===== src/rtl/stick_center_calibrator_if.sv =====
// Controller-poll inputs and committed-centre/status outputs of the stick centre calibrator.
// Latency: none (wiring only). Backpressure: none; polls are strobes that the calibrator always accepts.
interface stick_center_calibrator_if;
    logic       sample_valid;
    logic [7:0] JOY_X;
    logic [7:0] JOY_Y;
    logic [7:0] C_STICK_X;
    logic [7:0] C_STICK_Y;
    logic       start_pause;
    logic [7:0] joy_x_center;
    logic [7:0] joy_y_center;
    logic [7:0] c_stick_x_center;
    logic [7:0] c_stick_y_center;
    logic       cal_busy;
    logic       cal_done;
    logic       cal_fail;

    modport master (
        output sample_valid, JOY_X, JOY_Y, C_STICK_X, C_STICK_Y, start_pause,
        input  joy_x_center, joy_y_center, c_stick_x_center, c_stick_y_center,
        input  cal_busy, cal_done, cal_fail
    );

    modport slave (
        input  sample_valid, JOY_X, JOY_Y, C_STICK_X, C_STICK_Y, start_pause,
        output joy_x_center, joy_y_center, c_stick_x_center, c_stick_y_center,
        output cal_busy, cal_done, cal_fail
    );
endinterface


===== src/rtl/stick_center_calibrator.sv =====
// Stick resting-centre calibration: START-hold arm, averaged window, atomic commit (CAL_RANGE_CHECK_EN adds a range gate).
// Latency: centres and cal_done update one edge after the final accepted poll; all outputs registered.
// Backpressure: none; polls are only examined on sample_valid, every other cycle holds state.
module stick_center_calibrator #(
    parameter int HOLD_SAMPLES   = 8,
    parameter int AVG_LOG2       = 4,
    parameter int TOLERANCE      = 6,
    parameter int RANGE          = 24,
    parameter int DEFAULT_CENTER = 128
) (
    input  logic                      clk,
    input  logic                      reset,
    stick_center_calibrator_if.slave  bus
);

    localparam int NUM_SAMP = 1 << AVG_LOG2;
    localparam int ACC_W    = 8 + AVG_LOG2;
    localparam int HOLD_W   = $clog2(HOLD_SAMPLES + 1);
    localparam int CNT_W    = AVG_LOG2 + 1;
    localparam logic [ACC_W-1:0] ROUND      = ACC_W'(NUM_SAMP / 2);
    localparam logic [7:0]       CENTER_RST = 8'(DEFAULT_CENTER);

`ifdef CAL_RANGE_CHECK_EN
    localparam bit RANGE_CHECK_EN = 1'b1;
`else
    localparam bit RANGE_CHECK_EN = 1'b0;
`endif

    typedef enum logic [2:0] {
        IDLE,
        ARM,
        SAMPLE,
        COMMIT,
        FAIL,
        WAIT_RELEASE
    } state_t;

    state_t                      state_q, state_d;
    logic [HOLD_W-1:0]           hold_cnt_q, hold_cnt_d;
    logic [CNT_W-1:0]            samp_cnt_q, samp_cnt_d;
    logic [3:0][7:0]             ref_q, ref_d;
    logic [3:0][ACC_W-1:0]       acc_q, acc_d;
    logic [3:0][7:0]             center_q, center_d;
    logic                        cal_busy_q, cal_busy_d;
    logic                        cal_done_q, cal_done_d;
    logic                        cal_fail_q, cal_fail_d;

    logic [3:0][7:0]             samp;
    logic [3:0][7:0]             diff;
    logic [3:0][7:0]             avg;
    logic                        out_of_tol;
    logic                        out_of_range;
    logic                        commit_fail;
    logic                        poll_hold;
    logic                        poll_release;
    logic                        first_poll;
    logic                        last_poll;

    // Axis order everywhere: 0 = JOY_X, 1 = JOY_Y, 2 = C_STICK_X, 3 = C_STICK_Y.
    assign samp         = {bus.C_STICK_Y, bus.C_STICK_X, bus.JOY_Y, bus.JOY_X};
    assign poll_hold    = bus.sample_valid && bus.start_pause;
    assign poll_release = bus.sample_valid && !bus.start_pause;
    assign first_poll   = (samp_cnt_q == '0);
    assign last_poll    = (int'(samp_cnt_q) == NUM_SAMP - 1);

    always_comb begin
        diff         = '0;
        avg          = '0;
        out_of_tol   = 1'b0;
        out_of_range = 1'b0;
        for (int i = 0; i < 4; i++) begin
            diff[i] = (samp[i] >= ref_q[i]) ? (samp[i] - ref_q[i]) : (ref_q[i] - samp[i]);
            if (int'(diff[i]) > TOLERANCE) begin
                out_of_tol = 1'b1;
            end
            // Round-half-up average; cannot exceed 255 since acc <= 255 * NUM_SAMP.
            avg[i] = 8'((acc_q[i] + ROUND) >> AVG_LOG2);
            if ((int'(avg[i]) < DEFAULT_CENTER - RANGE) || (int'(avg[i]) > DEFAULT_CENTER + RANGE)) begin
                out_of_range = 1'b1;
            end
        end
        commit_fail = RANGE_CHECK_EN && out_of_range;
    end

    always_ff @(posedge clk) begin
        if (reset) begin
            state_q    <= IDLE;
            hold_cnt_q <= '0;
            samp_cnt_q <= '0;
            ref_q      <= '0;
            acc_q      <= '0;
            center_q   <= {4{CENTER_RST}};
            cal_busy_q <= 1'b0;
            cal_done_q <= 1'b0;
            cal_fail_q <= 1'b0;
        end else begin
            state_q    <= state_d;
            hold_cnt_q <= hold_cnt_d;
            samp_cnt_q <= samp_cnt_d;
            ref_q      <= ref_d;
            acc_q      <= acc_d;
            center_q   <= center_d;
            cal_busy_q <= cal_busy_d;
            cal_done_q <= cal_done_d;
            cal_fail_q <= cal_fail_d;
        end
    end

    always_comb begin
        state_d = state_q;
        case (state_q)
            IDLE: begin
                if (poll_hold) begin
                    state_d = (HOLD_SAMPLES <= 1) ? SAMPLE : ARM;
                end
            end
            ARM: begin
                if (poll_release) begin
                    state_d = IDLE;
                end else if (poll_hold && (int'(hold_cnt_q) + 1 >= HOLD_SAMPLES)) begin
                    state_d = SAMPLE;
                end
            end
            SAMPLE: begin
                // A START release outranks a tolerance violation on the same poll.
                if (poll_release) begin
                    state_d = IDLE;
                end else if (poll_hold) begin
                    if (!first_poll && out_of_tol) begin
                        state_d = FAIL;
                    end else if (last_poll) begin
                        state_d = COMMIT;
                    end
                end
            end
            COMMIT:       state_d = commit_fail ? FAIL : WAIT_RELEASE;
            FAIL:         state_d = WAIT_RELEASE;
            WAIT_RELEASE: begin
                if (poll_release) begin
                    state_d = IDLE;
                end
            end
            default:      state_d = IDLE;
        endcase
    end

    always_comb begin
        hold_cnt_d = hold_cnt_q;
        samp_cnt_d = samp_cnt_q;
        ref_d      = ref_q;
        acc_d      = acc_q;
        center_d   = center_q;
        cal_done_d = 1'b0;
        cal_fail_d = 1'b0;
        cal_busy_d = (state_d == SAMPLE);
        case (state_q)
            IDLE: begin
                if (poll_hold) begin
                    hold_cnt_d = HOLD_W'(1);
                    samp_cnt_d = '0;
                end
            end
            ARM: begin
                if (poll_hold) begin
                    hold_cnt_d = hold_cnt_q + HOLD_W'(1);
                end
            end
            SAMPLE: begin
                if (poll_hold) begin
                    if (first_poll) begin
                        for (int i = 0; i < 4; i++) begin
                            ref_d[i] = samp[i];
                            acc_d[i] = ACC_W'(samp[i]);
                        end
                        samp_cnt_d = CNT_W'(1);
                    end else if (!out_of_tol) begin
                        for (int i = 0; i < 4; i++) begin
                            acc_d[i] = acc_q[i] + ACC_W'(samp[i]);
                        end
                        samp_cnt_d = samp_cnt_q + CNT_W'(1);
                    end
                end
            end
            COMMIT: begin
                // All four centres load together or not at all.
                if (!commit_fail) begin
                    center_d   = avg;
                    cal_done_d = 1'b1;
                end
            end
            FAIL:    cal_fail_d = 1'b1;
            default: ;
        endcase
    end

    assign bus.joy_x_center     = center_q[0];
    assign bus.joy_y_center     = center_q[1];
    assign bus.c_stick_x_center = center_q[2];
    assign bus.c_stick_y_center = center_q[3];
    assign bus.cal_busy         = cal_busy_q;
    assign bus.cal_done         = cal_done_q;
    assign bus.cal_fail         = cal_fail_q;

endmodule


===== src/flat_wrapper.sv =====
// flat-port wrapper written by rule: the top's interface ports become plain ports
module stick_center_calibrator_flat 
#(
    parameter int HOLD_SAMPLES   = 8,
    parameter int AVG_LOG2       = 4,
    parameter int TOLERANCE      = 6,
    parameter int RANGE          = 24,
    parameter int DEFAULT_CENTER = 128
)
  (clk, reset, bus_sample_valid, bus_JOY_X, bus_JOY_Y, bus_C_STICK_X, bus_C_STICK_Y, bus_start_pause, bus_joy_x_center, bus_joy_y_center, bus_c_stick_x_center, bus_c_stick_y_center, bus_cal_busy, bus_cal_done, bus_cal_fail);
  stick_center_calibrator_if bus_i ();
  input  logic clk;
  input  logic reset;
  input wire logic [$bits(bus_i.sample_valid)-1:0] bus_sample_valid;
  input wire logic [$bits(bus_i.JOY_X)-1:0] bus_JOY_X;
  input wire logic [$bits(bus_i.JOY_Y)-1:0] bus_JOY_Y;
  input wire logic [$bits(bus_i.C_STICK_X)-1:0] bus_C_STICK_X;
  input wire logic [$bits(bus_i.C_STICK_Y)-1:0] bus_C_STICK_Y;
  input wire logic [$bits(bus_i.start_pause)-1:0] bus_start_pause;
  output wire logic [$bits(bus_i.joy_x_center)-1:0] bus_joy_x_center;
  output wire logic [$bits(bus_i.joy_y_center)-1:0] bus_joy_y_center;
  output wire logic [$bits(bus_i.c_stick_x_center)-1:0] bus_c_stick_x_center;
  output wire logic [$bits(bus_i.c_stick_y_center)-1:0] bus_c_stick_y_center;
  output wire logic [$bits(bus_i.cal_busy)-1:0] bus_cal_busy;
  output wire logic [$bits(bus_i.cal_done)-1:0] bus_cal_done;
  output wire logic [$bits(bus_i.cal_fail)-1:0] bus_cal_fail;
  assign bus_i.sample_valid = bus_sample_valid;
  assign bus_i.JOY_X = bus_JOY_X;
  assign bus_i.JOY_Y = bus_JOY_Y;
  assign bus_i.C_STICK_X = bus_C_STICK_X;
  assign bus_i.C_STICK_Y = bus_C_STICK_Y;
  assign bus_i.start_pause = bus_start_pause;
  assign bus_joy_x_center = bus_i.joy_x_center;
  assign bus_joy_y_center = bus_i.joy_y_center;
  assign bus_c_stick_x_center = bus_i.c_stick_x_center;
  assign bus_c_stick_y_center = bus_i.c_stick_y_center;
  assign bus_cal_busy = bus_i.cal_busy;
  assign bus_cal_done = bus_i.cal_done;
  assign bus_cal_fail = bus_i.cal_fail;
  stick_center_calibrator #(.HOLD_SAMPLES(HOLD_SAMPLES), .AVG_LOG2(AVG_LOG2), .TOLERANCE(TOLERANCE), .RANGE(RANGE), .DEFAULT_CENTER(DEFAULT_CENTER)) u_core (.clk(clk), .reset(reset), .bus(bus_i));
endmodule

===== config.mk =====
export PLATFORM = sky130hd
export DESIGN_NAME = stick_center_calibrator_flat
export DESIGN_NICKNAME = d
export VERILOG_FILES = /design/src/rtl/stick_center_calibrator_if.sv /design/src/rtl/stick_center_calibrator.sv /design/src/flat_wrapper.sv
export SDC_FILE = /design/constraint.sdc
export NUM_CORES = 1
export LEC_CHECK = 0
export CORE_UTILIZATION = 39
export DETAILED_ROUTE_END_ITERATION = 12
export GPL_ROUTABILITY_DRIVEN = 0
export HOLD_SLACK_MARGIN = 0.15
export PLACE_DENSITY = 0.63
export RECOVER_POWER = 25
export SLEW_MARGIN = 40
export SYNTH_ARGS = -nofsm -noshare
export SYNTH_HDL_FRONTEND = slang
export SYNTH_SLANG_ARGS = --single-unit

===== constraint.sdc =====
create_clock -name clk -period 3.8 [get_ports clk]
set_input_delay 0.38 -clock clk [delete_from_list [all_inputs] [get_ports clk]]
set_output_delay 0.38 -clock clk [all_outputs]
set_load 0.05 [all_outputs]

# Word level (Yosys, flattened, before mapping)
# Index checks and enable logic that the tools add are counted.
classes:
  reduce_logical: 15
  n_lt_le_gt_ge: 9
  add_sub_neg: 19
  eq_ne: 12
  n_mux: 29
ops:
  columns: ["cell", "count"]
  rows:
  - ["48-bit 2-to-1 mux", 2]
  - ["8-bit subtractor", 8]
  - ["12-bit by 4-bit adder with 12-bit output, second input constant", 4]
  - ["12-bit by 8-bit adder with 12-bit output", 4]
  - ["32-bit by 5-bit >= comparator with 1-bit output, second input constant", 1]
  - ["8-bit >= comparator", 4]
  - ["8-bit by 3-bit greater-than comparator with 1-bit output, second input constant", 4]
  - ["8-bit 2-to-1 mux", 4]
  - ["3-bit 2-to-1 mux", 8]
  - ["5-bit 2-to-1 mux", 4]
  - ["3-bit one-hot mux with 5 select lines", 1]
  - ["5-bit one-hot mux with 2 select lines", 1]
  - ["3-bit by 2-bit == test with 1-bit output, second input constant", 3]
  - ["3-bit AND reduction", 3]
  - ["4-bit 2-to-1 mux", 2]
  - ["4-bit one-hot mux with 2 select lines", 1]
  - ["3-bit == test, second input constant", 2]
  - ["1-bit 2-to-1 mux", 6]
  - ["2-bit by 1-bit != test with 1-bit output, second input constant", 3]
  - ["4-bit by 1-bit adder with 5-bit output, second input constant", 1]
  - ["5-bit by 1-bit adder with 5-bit output, second input constant", 1]
  - ["5-bit == test, second input constant", 1]
  - ["5-bit logical NOT", 1]
  - ["4-bit by 1-bit adder with 4-bit output, second input constant", 1]
  - ["other kinds (9)", 14]
totals:
  word_cells: 102
  register_bits: 127
  output_inout_bits: 35
  in_bits: 36

# Logic depth before layout (Yosys ltp)
# Gate-level depths: netlist (run 1).
depth:
  word_depth: 13
  mapped_depth: 18
  ltp_nobuf: 14

# Least setup slack after synthesis (run 1)
# No wires, ideal clock.
synth_path:
  path_type: "in2reg"
  from: "in bus_C_STICK_X[5]"
  to: "reg u_core.samp_cnt_q[0]"
  path_slack_ns: 0.287
  path_buffers: 1
  stages: 12
  arrival_time_ns: 3.390
  setup_ns: 0.123
  required_ns: 3.677
  cell_sequence: "inv_1 > ha_1 > clkbuf_1 > a21o_1 > a31o_2 > nor2_1 > mux4_2 > nor4_1 > and4_1 > nand3_1 > a311oi_2 > mux2_1"
synth_between:
  elab_chain_len: 7
  elab_cells_between_ends: 9
  classes_between: "2 x add/sub; 2 x order compare; 1 x eq/ne; 3 x mux; 1 x reduce/logical"
synth_rtl:
  columns: ["element", "line", "rtl"]
  rows:
  - ["start, declared", "flat_wrapper.sv:17", "input wire logic [$bits(bus_i.C_STICK_X)-1:0] bus_C_STICK_X;"]
  - ["8-bit subtractor / 8-bit >= comparator (equally long branches)", "stick_center_calibrator.sv:72", "diff[i] = (samp[i] >= ref_q[i]) ? (samp[i] - ref_q[i]) : (ref_q[i] - samp[i]);"]
  - ["8-bit 2-to-1 mux *", "stick_center_calibrator.sv:72", null]
  - ["8-bit by 3-bit greater-than comparator with 1-bit output *", "stick_center_calibrator.sv:73", "if (int'(diff[i]) > TOLERANCE) begin"]
  - ["1-bit 2-to-1 mux * (2 in series)", "stick_center_calibrator.sv:73", null]
  - ["3-bit != test (no source line) *", null, null]
  - ["4-bit AND reduction (no source line) *", null, null]
  - ["end signal, assigned", "stick_center_calibrator.sv:99", "samp_cnt_q <= samp_cnt_d;"]
  - ["end, declared", "stick_center_calibrator.sv:40", "logic [CNT_W-1:0] samp_cnt_q, samp_cnt_d;"]
# Mark *: on every way between the ends. The rest lies on a longest branch, timed or not.
# A chain may end at the register's enable or synchronous reset.

# Worst setup path after layout (run 1)
layout_path:
  from: "in bus_C_STICK_X[1]"
  to: "reg u_core.cal_busy_q (netlist: u_core.bus.cal_busy)"
layout_between:
  elab_chain_len: 11
  elab_cells_between_ends: 13
  classes_between: "2 x add/sub; 2 x order compare; 1 x eq/ne; 7 x mux; 1 x reduce/logical"
layout_rtl:
  columns: ["element", "line", "rtl"]
  rows:
  - ["8-bit subtractor / 8-bit >= comparator (equally long branches)", "stick_center_calibrator.sv:72", null]
  - ["8-bit 2-to-1 mux *", "stick_center_calibrator.sv:72", null]
  - ["8-bit by 3-bit greater-than comparator with 1-bit output *", "stick_center_calibrator.sv:73", null]
  - ["1-bit 2-to-1 mux * (2 in series)", "stick_center_calibrator.sv:73", null]
  - ["1-bit logical AND *", "stick_center_calibrator.sv:129", "if (!first_poll && out_of_tol) begin"]
  - ["3-bit 2-to-1 mux *", "stick_center_calibrator.sv:129", null]
  - ["3-bit 2-to-1 mux *", "stick_center_calibrator.sv:128", "end else if (poll_hold) begin"]
  - ["3-bit 2-to-1 mux *", "stick_center_calibrator.sv:126", "if (poll_release) begin"]
  - ["3-bit one-hot mux with 5 select lines *", "stick_center_calibrator.sv:111", "case (state_q)"]
  - ["3-bit by 2-bit == test with 1-bit output *", "stick_center_calibrator.sv:155", "cal_busy_d = (state_d == SAMPLE);"]
  - ["end signal, assigned", "stick_center_calibrator.sv:103", "cal_busy_q <= cal_busy_d;"]
  - ["end, declared", "stick_center_calibrator.sv:44", "logic cal_busy_q, cal_busy_d;"]
# Marked as above.

==> results.sh, run 1 <==
export IMPL_status="complete, but fails checks"
export IMPL_violations="capacitance limit, slew limit"
export IMPL_switching_share_pct=24.4
export IMPL_ys_ff_latch=127
export IMPL_required_ns=4.11
export IMPL_path_class="input port to flop"
export IMPL_dieArea_sq_um=25300
export IMPL_hold_buffers=0
export IMPL_hpwlAfterDp_mm=17.9
export IMPL_nNetsFinal=1529
export IMPL_n_antenna_cell=0
export IMPL_hold_depth=4
export IMPL_relSlewSlack_pct=-17.7
export IMPL_async_reset_ff_share_pct=0
export IMPL_firstDrtPassIters=7
export IMPL_worstSetupEndpointType="flop"
export IMPL_vias=9021
export IMPL_ant_nets=0
export IMPL_synth_top_cell_area_share_pct=26.4
export IMPL_setup_viol=0
export IMPL_power_frac_seq_pct=36.9
export IMPL_fin_area_sq_um=12100
export IMPL_clkLatencyLatePin_ns=0.42
export IMPL_path_cells="clkdlybuf4s50_1 > inv_1 > fa_1 > a21o_1 > a21oi_2 > o21ai_0 > nand4bb_1 > mux4_2 > nor4_1 > and4_1 > nand4_1 > buf_4 > clkbuf_4 > buf_4 > o21a_1 > and2_1"
export IMPL_static_leakage_power_nw=4.94
export IMPL_cp_top_family="buffers and inverters"
export IMPL_drv_cap=1
export IMPL_rr_worst_depth=17
export IMPL_cp_arrival_ns=4.04
export IMPL_yosysTopAreaCell="dfxtp_1"
export IMPL_io_buffers=70
export IMPL_core_sq_um=24200
export IMPL_synth_nets=1383
export IMPL_cpMaxStageDelayCell="clkdlybuf4s50_1"
export IMPL_fmax_mhz=268
export IMPL_fin_crit_sh_pct=98.2
export IMPL_multiInputGateArea_sq_um=6400
export IMPL_worst_slew_pin_slew_ns=1.76
export IMPL_hp_start="bus_C_STICK_X[0]"
export IMPL_cts_root_buf="clkbuf_16"
export IMPL_ir_drop_uv=231
export IMPL_die_y_microns=159
export IMPL_ys_types=64
export IMPL_min_path_type="input port to flop"
export IMPL_placed_cell_area_sq_um=11400
export IMPL_cellPowerDensity_nw_per_um2=298
export IMPL_holdPathEnd="u_core.ref_q[16]"
export IMPL_synth_edff_count=0
export IMPL_synthesis_area_sq_um=9630
export IMPL_path_clk_slew_ns=0.06
export IMPL_synthFlopType="dfxtp_1"
export IMPL_final_hold_violation_count=0
export IMPL_power_frac_clock_pct=50.5
export IMPL_crit_top_cell="buf_4"
export IMPL_cts_max_level=4
export IMPL_cts_sinks=127
export IMPL_drt_iter0_drc=628
export IMPL_r2r_start="u_core.ref_q[16]"
export IMPL_reg2reg_slack_ns=0.10
export IMPL_viasPerCell=5.25
export IMPL_maxSlewViolCount=53
export IMPL_clk_path_buf_depth=2
export IMPL_drc=0
export IMPL_track_usage_pct=19.5
export IMPL_cts_tree="done"
export IMPL_cp_max_fo=7
export IMPL_gr_total_overflow=0
export IMPL_wl_per_cell_microns=14.3
export IMPL_crit_start="bus_C_STICK_X[1]"
export IMPL_synth_seq_area_share_pct=26.4
export IMPL_pwr_share_comb_pct=12.6
export IMPL_finClkSkew_ns=0.0128
export IMPL_worst_r2r_endpoint="u_core.bus.cal_busy"
export IMPL_switchingPower_mw=0.882
export IMPL_synthCells=1234
export IMPL_grt_pass1_wl_mm=41.2
export IMPL_drive_gt1_share_pct=13.6
export IMPL_die_w_microns=159
export IMPL_area_growth_pct=26.0
export IMPL_period_minus_slack_ns=3.73
export IMPL_fp_row_count=57
export IMPL_wirelength_mm=24.6
export IMPL_holdWs_ns=0.407
export IMPL_critPathMaxStageDelay_ns=0.50
export IMPL_intPower_mw=2.74
export IMPL_first_global_vias=8439
export IMPL_antenna_found_initial=0
export IMPL_ff_latch_area_sq_um=2540
export IMPL_grt_max_degree=100
export IMPL_num_io_pins=71
export IMPL_cp_num_buf_inv=5
export IMPL_synthTopCellsByArea="dfxtp_1 26%, ha_1 13%, a21oi_1 5.4%"
export IMPL_synth_avg_cell_area_sq_um=7.81
export IMPL_cp_start_kind="input port"
export IMPL_yosys_warnings=0
export IMPL_cts_buffers_inserted=17
export IMPL_start_util_pct=39.7
export IMPL_fillers=2310
-- state kept, by name, summed over array words and instances, names as in the netlist --
signal / cells
u_core.hold_cnt_q: 4
u_core.state_q: 3
u_core.samp_cnt_q: 5
u_core.bus.cal_done: 1
u_core.acc_q: 48
u_core.bus.joy_y_center: 8
u_core.bus.joy_x_center: 8
u_core.bus.c_stick_y_center: 8
u_core.bus.c_stick_x_center: 8
u_core.ref_q: 32
u_core.bus.cal_busy: 1
u_core.bus.cal_fail: 1
-- metal layers --
layer  global-route usage (%)  vias to the layer above  wire length, microns
met4                     5.46                        0                   352
met3                     2.84                       27                  1010
met5                        0                        -                     0
li1                         -                     4638                     -
met2                     31.3                      171                 11100
met1                     27.1                     4185                 12100
-- cell usage after synthesis, drive strengths merged, types with 15 or more instances --
cell / n
ha: 101
nand2b: 17
nand2: 134
clkbuf: 59
nand4b: 32
nand3: 28
buf: 16
nor2: 77
nor3: 15
a21oi: 103
dfxtp: 127
o31ai: 34
xor2: 22
inv: 110
xnor2: 38
nor2b: 16
mux2i: 15
a211oi: 23
a21o: 20
o21ai: 79
-- timing repair --
item | in CTS | in global routing
setup endpoints to repair | 0 | 55
buffers inserted | 0 | 1
gates resized for setup | 0 | 17
-- metrics by stage --
stage / util (%) / setup TNS [ns] / std cells / power [mW] / worst slack (ns)
CTS: 49.8 / 0 / 1714 / 3.65 / 0.00699
global route: 50.0 / -0.225 / 1717 / 3.75 / -0.0295
detailed placement: 47.1 / -17.55 / 1682 / 1.81 / -0.413
finish: 50.0 / 0 / 1717 / 3.62 / 0.0683
floorplan: - / 0 / 1234 / 1.61 / 0.287
global placement: 47.0 / -15.57 / 1682 / 1.81 / -0.369
-- power by group through the flow --
| stage | Clock, mW | Sequential, mW | Combinational [mW] |
|---|---|---|---|
| after global routing | 1.91 | 1.34 | 0.504 |
| after detailed placement | 0 | 1.36 | 0.450 |
| after floorplan | 0 | 1.36 | 0.250 |
| final | 1.83 | 1.34 | 0.456 |
| after CTS | 1.86 | 1.34 | 0.453 |
| after global placement | 0 | 1.36 | 0.444 |
-- layout by cell type (no fill, tap or decap), drive strengths merged, types with 16 or more instances in the layout --
master / netlist / final
clkbuf: 59 / 18
buf: 16 / 132
nor2: 77 / 77
nand2b: 17 / 17
dfxtp: 127 / 127
nand4b: 32 / 32
a21oi: 103 / 103
a211oi: 23 / 23
xnor2: 38 / 38
o21ai: 79 / 79
inv: 110 / 115
clkdlybuf4s50: 0 / 55
nor2b: 16 / 16
ha: 101 / 101
o31ai: 34 / 34
nand3: 28 / 28
xor2: 22 / 22
nand2: 134 / 134
a21o: 20 / 20
-- logic make-up (layout without fill, tap and decap cells) --
family | count (synthesis) | count (layout) | synth area share (%)
xor gates and xnor gates | 60 | 60 | 5.46
muxes | 20 | 20 | 2.26
buffers and inverters | 185 | 344 | 7.63
and+or+nand+nor | 391 | 391 | 20.6
AOI/OAI and AO/OA | 338 | 338 | 22.0
DFF | 127 | 127 | 26.4
adders and majority gates | 113 | 113 | 15.6
-- worst min-delay path: stages --
cell and delay (ns):
dlymetal6s2s_1 0.15, buf_4 0.15, nand2_1 0.05, a21oi_1 0.05
-- final cells by class --
type / instances / area share, %
clock buffer: 17 / 3.51
tap: 324 / 3.34
timing repair buffer: 202 / 14.2
clock inverter: 15 / 1.89
multi-input combinational: 922 / 52.8
inverter: 110 / 3.40
sequential: 127 / 21.0
-- worst max path at each step --
stage | end | slack, ns | depth (start not counted)
finish | u_core.bus.cal_busy | 0.07 | 16
global route | u_core.acc_q[10] | -0.03 | 16
CTS | u_core.acc_q[10] | 0.007 | 17
detailed placement | u_core.acc_q[10] | -0.41 | 17
global placement | u_core.acc_q[10] | -0.37 | 17
floorplan | u_core.samp_cnt_q[0] | 0.29 | 12
No activity file was read; power rests on OpenSTA's default activity.
==> run 2: changes to the inputs <==
--- a/config.mk
+++ b/config.mk
@@ -10,7 +10,7 @@
 export GPL_ROUTABILITY_DRIVEN = 0
 export HOLD_SLACK_MARGIN = 0.15
 export PLACE_DENSITY = 0.63
-export RECOVER_POWER = 25
+export RECOVER_POWER = 100
 export SLEW_MARGIN = 40
 export SYNTH_ARGS = -nofsm -noshare
 export SYNTH_HDL_FRONTEND = slang
==> run 2 against run 1 <==
Effect of this change: the flow still finishes with violations (capacitance limit, slew limit); non-clock buffer count did not move; core utilization down 0.057 points; largest power group unchanged; maximum frequency down 0.13%; largest cell class unchanged; cell area fell by 0.11%; clock power about the same; global-route usage is the same; register-to-register slack about the same; first-iteration DRC count rose by 1.3%; sequential share of layout area is essentially flat; clock skew barely moved; critical path depth unchanged.
==> results.sh, run 2 (synthesis results as in run 1) <==
export IMPL_io_buffers=70
export IMPL_fmax_mhz=268
export IMPL_drive_gt1_share_pct=13.3
export IMPL_layout_cells_most_common="nand2_1"
export IMPL_wirelength_mm=24.6
export IMPL_cp_max_fo=7
export IMPL_die_w_microns=159
export IMPL_drt_iter0_drc=636
export IMPL_nNetsFinal=1529
export IMPL_holdPathEnd="u_core.ref_q[16]"
export IMPL_clkLatencyLatePin_ns=0.42
export IMPL_hpwlAfterDp_mm=17.9
export IMPL_maxSlewViolCount=88
export IMPL_start_util_pct=39.7
export IMPL_num_io_pins=71
export IMPL_finClkSkew_ns=0.0128
export IMPL_dieArea_sq_um=25300
export IMPL_multiInputGateArea_sq_um=6390
export IMPL_placed_cell_area_sq_um=11400
export IMPL_worst_r2r_endpoint="u_core.bus.cal_busy"
export IMPL_fp_row_count=57
export IMPL_rr_worst_depth=17
export IMPL_setup_viol=0
export IMPL_cts_root_buf="clkbuf_16"
export IMPL_path_class="input port to flop"
export IMPL_worst_slew_pin_slew_ns=1.93
export IMPL_power_mw=3.62
export IMPL_hold_depth=4
export IMPL_placed_cells=1682
export IMPL_worstSetupEndpointType="flop"
export IMPL_largest_reg_flops=48
export IMPL_timing_final_ws_setup_ns=0.0636
export IMPL_antenna_found_initial=0
export IMPL_holdWs_ns=0.407
export IMPL_cts_max_level=4
export IMPL_final_util_pct=50.0
export IMPL_required_ns=4.11
export IMPL_place_ws_ns=-0.413
export IMPL_die_y_microns=159
export IMPL_core_sq_um=24200
export IMPL_cts_buffers_inserted=17
export IMPL_grt_max_degree=100
export IMPL_fin_setup_tns_ns=0
export IMPL_final_cell_mix="133 x nand2_1, 127 x dfxtp_1, 123 x buf_4"
export IMPL_n_antenna_cell=0
export IMPL_fin_area_sq_um=12100
export IMPL_r2r_start="u_core.ref_q[16]"
export IMPL_ir_drop_uv=230
export IMPL_viasPerCell=5.24
export IMPL_final_hold_violation_count=0
export IMPL_cellPowerDensity_nw_per_um2=299
export IMPL_ff_latch_area_sq_um=2540
export IMPL_regMostFlops="u_core.acc_q"
export IMPL_fin_crit_sh_pct=98.3
export IMPL_instances_no_fill=1717
export IMPL_track_usage_pct=19.5
export IMPL_reg2reg_slack_ns=0.10
export IMPL_drv_cap=2
export IMPL_grt_pass1_wl_mm=41.2
export IMPL_min_path_type="input port to flop"
export IMPL_cts_sinks=127
export IMPL_vias=9003
export IMPL_hold_buffers=0
export IMPL_status="complete, but fails checks"
export IMPL_clk_path_buf_depth=2
export IMPL_cp_arrival_ns=4.05
export IMPL_path_clk_slew_ns=0.06
export IMPL_hp_start="bus_C_STICK_X[0]"
export IMPL_gr_total_overflow=0
export IMPL_cp_start_kind="input port"
export IMPL_area_growth_pct=25.8
export IMPL_period_minus_slack_ns=3.74
export IMPL_violations="capacitance limit, slew limit"
export IMPL_first_global_vias=8439
export IMPL_reg_largest_list="u_core.acc_q x48, u_core.ref_q x32"
export IMPL_drc=0
export IMPL_ant_nets=0
export IMPL_cts_tree="done"
export IMPL_firstDrtPassIters=7
export IMPL_static_leakage_power_nw=4.99
export IMPL_wl_per_cell_microns=14.3
export IMPL_relSlewSlack_pct=-28.4
export IMPL_fillers=2313
run 2: cell types whose count changed in the layout (fill, tap and decap cells not counted):
cell	change
clkdlybuf4s50_1	-22
dlygate4sd3_1	+22
buf_4	-3
clkbuf_1	+2
a211o_1	+1
a211o_2	-1
clkbuf_4	+1
nor3_1	+1
nor3_2	-1
run 2: routing by layer:
layer	vias up	track usage, %	part of all wire [%]
met4	0	5.46	1.4
met2	192	31.3	45
li1	4638	-	-
met3	24	2.84	4.5
met5	-	0	0
met1	4149	27.1	49
run 2: power breakdown:
part	switching, mW	internal, mW	total [mW]	leakage, nW
Combinational	0.228	0.228	0.456	3.65
Clock	0.653	1.17	1.83	0.319
Sequential	0.00273	1.33	1.34	1.02
run 2: final cells by class:
cell class / count / area share (%)
Clock buffer: 17 / 3.51
Clock inverter: 15 / 1.89
Inverter: 110 / 3.41
Multi-Input combinational cell: 922 / 52.8
Sequential cell: 127 / 21.0
Tap cell: 324 / 3.35
Timing Repair Buffer: 202 / 14.1
run 2: how the worst max path moves through the flow:
stage | to | slack [ns] | depth (start not counted) | startpoint
after floorplan | u_core.samp_cnt_q[0] | 0.29 | 12 | bus_C_STICK_X[5]
after global placement | u_core.acc_q[10] | -0.37 | 17 | bus_C_STICK_X[0]
after detailed placement | u_core.acc_q[10] | -0.41 | 17 | bus_C_STICK_X[0]
after CTS | u_core.acc_q[10] | 0.007 | 17 | bus_C_STICK_X[0]
after global routing | u_core.acc_q[10] | -0.03 | 16 | bus_C_STICK_X[1]
final | u_core.bus.cal_busy | 0.06 | 16 | bus_C_STICK_X[1]
run 2: timing repair:
action | in CTS | in global routing
gates resized for setup | 0 | 17
buffers inserted | 0 | 1
endpoints found under the setup margin | 0 | 55
run 2: critical path, cell delays in order:
cell             delay, ns
clkdlybuf4s50_1       0.50
inv_1                 0.10
fa_1                  0.46
a21o_1                0.19
a21oi_2               0.15
o21ai_0               0.12
nand4bb_1             0.20
mux4_2                0.46
nor4_1                0.21
and4_1                0.27
nand4_1               0.14
buf_4                 0.20
clkbuf_4              0.18
buf_4                 0.14
o21a_1                0.17
and2_1                0.15
